**config.mk**
```make
export PLATFORM = sky130hd
export DESIGN_NAME = jtcontra_snd_romarb
export DESIGN_NICKNAME = d
export VERILOG_FILES = /design/src/rtl/jtcontra_snd_romarb.sv
export SDC_FILE = /design/constraint.sdc
export NUM_CORES = 1
export LEC_CHECK = 0
export ABC_AREA = 1
export ABC_CLOCK_PERIOD_IN_PS = 4600
export CAP_MARGIN = 10
export CORE_ASPECT_RATIO = 1.4
export CORE_MARGIN = 4
export CORE_UTILIZATION = 57
export DETAILED_ROUTE_END_ITERATION = 7
export PLACE_DENSITY = 0.85
export SLEW_MARGIN = 25
export SYNTH_ARGS = -nofsm -noshare
export SYNTH_HDL_FRONTEND = slang
export SYNTH_SLANG_ARGS = --single-unit
```
**constraint.sdc**
```tcl
create_clock -name clk -period 4.6 [get_ports clk]
set_clock_uncertainty 0.2 [all_clocks]
set_input_delay 0.92 -clock clk [delete_from_list [all_inputs] [get_ports clk]]
set_output_delay 0.92 -clock clk [all_outputs]
set_load 0.1 [all_outputs]
```
**src/rtl/jtcontra_snd_romarb.sv**
```systemverilog
// rtl/jtcontra_snd_romarb.sv - sound CPU / ADPCM ROM sharing of one SDRAM slot (optional JTCONTRA_SNDARB_CPUPRIO_EN)
//
// Each requester keeps a one-byte read cache. Hits are answered
// combinationally from the registered entry. Misses are funnelled into a
// single cs/ok transaction toward the SDRAM slot. With
// JTCONTRA_SNDARB_CPUPRIO_EN defined, simultaneous misses always go to the
// CPU. Otherwise they alternate through a round-robin pointer.

module jtcontra_snd_romarb #(
    parameter int                 CPU_AW     = 15,
    parameter int                 PCM_AW     = 17,
    parameter int                 SLOT_AW    = 18,
    parameter logic [SLOT_AW-1:0] PCM_OFFSET = 18'h08000
) (
    input  logic               clk,
    input  logic               rst_n,
    input  logic               cpu_cs,
    input  logic [CPU_AW-1:0]  cpu_addr,
    output logic [7:0]         cpu_data,
    output logic               cpu_ok,
    input  logic               pcm_cs,
    input  logic [PCM_AW-1:0]  pcm_addr,
    output logic [7:0]         pcm_data,
    output logic               pcm_ok,
    output logic               slot_cs,
    output logic [SLOT_AW-1:0] slot_addr,
    input  logic [7:0]         slot_data,
    input  logic               slot_ok,
    output logic               busy
);

    typedef enum logic [1:0] {
        IDLE = 2'd0,
        REQ  = 2'd1,
        GAP  = 2'd2
    } state_t;

    state_t state;
    state_t state_nxt;

    // Cache entries
    logic              cpu_valid;
    logic [CPU_AW-1:0] cpu_tag;
    logic [7:0]        cpu_byte;
    logic              pcm_valid;
    logic [PCM_AW-1:0] pcm_tag;
    logic [7:0]        pcm_byte;

    // Outstanding request bookkeeping
    logic               owner_pcm;
    logic               req_first;
    logic [CPU_AW-1:0]  cpu_req_addr;
    logic [PCM_AW-1:0]  pcm_req_addr;
    logic [SLOT_AW-1:0] slot_addr_r;

    logic cpu_hit;
    logic pcm_hit;
    logic cpu_miss;
    logic pcm_miss;
    logic grant_pcm;
    logic start;
    logic capture;

    logic [SLOT_AW-1:0] cpu_slot_addr;
    logic [SLOT_AW-1:0] pcm_slot_addr;

`ifndef JTCONTRA_SNDARB_CPUPRIO_EN
    logic favour_pcm;
`endif

    assign cpu_hit  = cpu_cs && cpu_valid && (cpu_addr == cpu_tag);
    assign pcm_hit  = pcm_cs && pcm_valid && (pcm_addr == pcm_tag);
    assign cpu_miss = cpu_cs && !cpu_hit;
    assign pcm_miss = pcm_cs && !pcm_hit;

    // The CPU region starts at slot address 0; the ADPCM region is offset and wraps
    assign cpu_slot_addr = SLOT_AW'(cpu_addr);
    assign pcm_slot_addr = PCM_OFFSET + SLOT_AW'(pcm_addr);

`ifdef JTCONTRA_SNDARB_CPUPRIO_EN
    assign grant_pcm = pcm_miss && !cpu_miss;
`else
    assign grant_pcm = pcm_miss && (!cpu_miss || favour_pcm);
`endif

    assign start   = (state == IDLE) && (cpu_miss || pcm_miss);
    // The first REQ cycle may see an ok left over from a previous access
    assign capture = (state == REQ) && !req_first && slot_ok;

    assign cpu_ok    = cpu_hit;
    assign pcm_ok    = pcm_hit;
    assign cpu_data  = cpu_byte;
    assign pcm_data  = pcm_byte;
    assign slot_addr = slot_addr_r;

    // State register
    always_ff @(posedge clk or negedge rst_n) begin
        if (!rst_n) begin
            state <= IDLE;
        end else begin
            state <= state_nxt;
        end
    end

    // Next-state decode
    always_comb begin
        state_nxt = state;
        case (state)
            IDLE:    if (start)   state_nxt = REQ;
            REQ:     if (capture) state_nxt = GAP;
            GAP:     state_nxt = IDLE;
            default: state_nxt = IDLE;
        endcase
    end

    // Slot handshake outputs decoded from state so reset drops them at once
    always_comb begin
        slot_cs = 1'b0;
        busy    = 1'b0;
        if (state == REQ) begin
            slot_cs = 1'b1;
            busy    = 1'b1;
        end
    end

    // Latch owner and address of the request being started
    always_ff @(posedge clk or negedge rst_n) begin
        if (!rst_n) begin
            owner_pcm    <= 1'b0;
            slot_addr_r  <= '0;
            cpu_req_addr <= '0;
            pcm_req_addr <= '0;
        end else if (start) begin
            owner_pcm <= grant_pcm;
            if (grant_pcm) begin
                slot_addr_r  <= pcm_slot_addr;
                pcm_req_addr <= pcm_addr;
            end else begin
                slot_addr_r  <= cpu_slot_addr;
                cpu_req_addr <= cpu_addr;
            end
        end
    end

    // Flag marking the first cycle of REQ
    always_ff @(posedge clk or negedge rst_n) begin
        if (!rst_n) begin
            req_first <= 1'b0;
        end else begin
            req_first <= start;
        end
    end

    // CPU cache entry fill
    always_ff @(posedge clk or negedge rst_n) begin
        if (!rst_n) begin
            cpu_valid <= 1'b0;
            cpu_tag   <= '0;
            cpu_byte  <= 8'd0;
        end else if (capture && !owner_pcm) begin
            cpu_valid <= 1'b1;
            cpu_tag   <= cpu_req_addr;
            cpu_byte  <= slot_data;
        end
    end

    // ADPCM cache entry fill
    always_ff @(posedge clk or negedge rst_n) begin
        if (!rst_n) begin
            pcm_valid <= 1'b0;
            pcm_tag   <= '0;
            pcm_byte  <= 8'd0;
        end else if (capture && owner_pcm) begin
            pcm_valid <= 1'b1;
            pcm_tag   <= pcm_req_addr;
            pcm_byte  <= slot_data;
        end
    end

`ifndef JTCONTRA_SNDARB_CPUPRIO_EN
    // Round-robin pointer flips only when both requesters miss together
    always_ff @(posedge clk or negedge rst_n) begin
        if (!rst_n) begin
            favour_pcm <= 1'b0;
        end else if (start && cpu_miss && pcm_miss) begin
            favour_pcm <= ~favour_pcm;
        end
    end
`endif

endmodule

```
==> summary.txt <==
Place
  – I/O Buffers: 82
  – Placed cell count: 761
  – Placed cell areas: 5670 sq um
  – GP Congestion: 0.922
  – Place WS: 0.978 ns
  – Post-DP HPWL: 9.04 mm

Logic synthesis
  – Post-synth top area cell: dfrtp_1
  – Post-Syn Area: 4820 sq um
  – YS warnings: 0
  – Ranking of synthesized cells by area: dfrtp_1, nand2_1, nand3_1
  – Syn Inst Count: 593
  – Seq/Total Area, Yosys: 54.5%
  – Synth async-reset ratio: 100%
  – Number of synthesized register bits: 105
  – EDFF count, synth: 0
  – Number of distinct library cells after synthesis: 31
  – Mapped Nets: 639
  – Synthesized area per cell: 8.12 sq um
  – Synth cell count leaders: nand2_1, dfrtp_1, inv_1
  – Share of the synthesized area in the top cell type: 54.5%
  – Count leader, synth: nand2_1
  – Post-synth top flop: dfrtp_1

STA
  – Worst Tran Pin Value: 1.01 ns
  – Tcrit/Tclk final: 79.0%
  – RSZ-0062 raised after global routing: false
  – Slew Limit Headroom: 32.4%
  – Fin. max-slew vios: 0
  – Hold violation count in the final report: 0
  – Fmax: 275 MHz
  – Setup TNS: 0 ns
  – Crit path time final: 3.63 ns
  – Setup WS post-layout: 0.967 ns
  – Setup violators final: 0

Power and ir drop
  – PwrDens: 816 nW/um^2
  – Peak VDD IR: 728 uV
  – Pwr Total: 4.86 mW
  – LEAKAGE: 3.17 nW

Layout
  – NumNets Final: 716
  – Fillers: 602
  – Area Growth Syn to Fin: 23.7%
  – Storage cell area: 2630 sq um
  – Multi-input logic area: 1780 sq um
  – Final Non-Filler Cells: 777
  – Diodes inserted: 0
  – Design area: 5960 sq um
  – Ratio of cells with drive above 1 in the final layout: 5.63%

Global routing
  – First-pass GRT wire length: 20.2 mm
  – Global route total overflow: 0
  – Met1 Track Usage GR: 30.3%
  – Grt peak-use layer: met2
  – Overall Global Routing Usage: 26.1%
  – Largest net degree at the start of global routing: 83
  – Vias in the first global route: 4327
  – Grt met2 use: 45.4%
  – Antenna violations before repair: 0
  – Global routing usage on met3: 3.78%

Clock network
  – Hold-fix buffers, CTS: 0
  – CTS tree: built
  – Clock transition at path regs: 0.07 ns
  – CTS Buf Count: 9
  – Post-CTS resize count: 0
  – Max Root-Sink Buffers: 2
  – Post-CTS Setup Bufs: 0
  – Root Buffer: clkbuf_16
  – Number of H-tree levels: 3
  – Clock latency on the worst-skew pair: 0.35 ns
  – Clock sink count: 105

Floorplan
  – Die ar.: 10000 sq um
  – Die X: 85.7 um
  – Rows: 39
  – Initial core utilization: 58.8%
  – Die height: 117 um
  – I/O Pins: 83
  – Core ar.: 8200 sq um

Critical path
  – CP arrival: 2.51 ns
  – Worst-path maximum fanout: 3
  – Crit Path Class: in -> out
  – Critical Path End Type: primary output
  – Origin of the critical flop-to-flop path: cpu_tag[9]
  – Startpoint types: input pin
  – RR Endpoint: cpu_req_addr[11]
  – Worst EP required: 3.48 ns
  – Worst Reg-to-Reg Cells: 12
  – Register-to-register setup slack: 2.21 ns

Min path
  – HP Start: req_first
  – WHS Path Cells: 1
  – Min-Delay Endpoint: state[1]
  – Hold Crit Class: reg -> reg

Detailed routing
  – DR vias: 4267
  – WL per Instance: 15.7 um
  – Drt pass-1 iters: 5
  – DRT antenna net count: 0
  – Vias per inst: 5.49
  – Drt total wl: 12.2 mm
  – DR iter-0 viols: 343
  – DRC: 0

Flow run
  – Max-Cap Viols: 0

Status
  – Status: finished, final reports clean
## layout make-up
type | instances | share of cell area [%]
clock buffers | 12 | 4.30
well taps | 102 | 2.14
clock inverters | 4 | 0.462
multi-input cells | 391 | 29.9
flip-flops and latches | 105 | 44.1
repair buffers | 87 | 14.3
inverters | 76 | 4.79
## flip-flops by register name, summed over array words and instances, names as in the netlist, 2 cells and up
register      flops
pcm_req_addr     17
slot_addr        18
state             2
cpu_req_addr     15
pcm_tag          17
pcm_data          8
cpu_tag          15
cpu_data          8
## worst max-delay path: stages
cell and delay [ns]:
clkdlybuf4s50_1 0.50, inv_1 0.07, nand2_1 0.08, nand2_1 0.05
nor4_1 0.27, nand3_1 0.10, nor2_1 0.18, buf_4 0.33
## worst max-delay path by stage
stage / startpoint / endpoint / slack [ns] / cells past startpoint
finish: pcm_addr[16] / pcm_ok / 0.97 / 8
global route: pcm_addr[16] / pcm_ok / 0.81 / 8
CTS: pcm_addr[16] / pcm_ok / 0.97 / 8
detailed placement: pcm_addr[16] / pcm_ok / 0.98 / 8
global placement: pcm_addr[15] / pcm_ok / 0.99 / 8
floorplan: pcm_addr[16] / pcm_ok / 0.83 / 6
## kinds of logic after synthesis
logic type	count (synthesis)	share of synthesized area, %
and+or+nand+nor	330	29.2
DFF	105	54.5
buffers and inverters	97	8.52
AOI/OAI and AO/OA	51	5.53
muxes	5	1.17
xor gates and xnor gates	4	0.727
adders and majority gates	1	0.260
## cells in the final DEF, fill, tap and decap left out, types with 2 or more instances in the layout
cell and n:
inv_1 73, mux2_2 5, a21oi_1 28, nand4_1 8
inv_2 3, nand2_1 177, o21ai_0 12, clkinvlp_4 3
nand3_2 2, nor3_1 2, nor2_1 58, nor4_1 3
xnor2_1 3, o21ai_1 8, clkbuf_8 2, clkbuf_16 9
buf_4 7, dfrtp_1 105, nand3_1 71, nand2_4 3
o2111ai_1 2, clkdlybuf4s50_1 79
## through the flow
stage,hold WS [ns],util (%)
after CTS,0.264,72.6
after global placement,0.222,69.2
after global routing,0.284,72.7
after detailed placement,0.253,69.2
after floorplan,0.210,-
final,0.270,72.7
## where the power goes
group / switching, mW / internal [mW] / total, mW
logic: 1.88 / 0.651 / 2.53
clock network: 0.330 / 0.396 / 0.726
registers: 0.245 / 1.36 / 1.60
total: 2.46 / 2.41 / 4.86
## layer usage
layer	vias to the layer above	part of all wire, %
li1	2019	-
met4	0	4.7
met2	177	52
met5	-	0
met3	46	5.7
met1	2025	38
No activity file was read; power rests on OpenSTA's default activity.
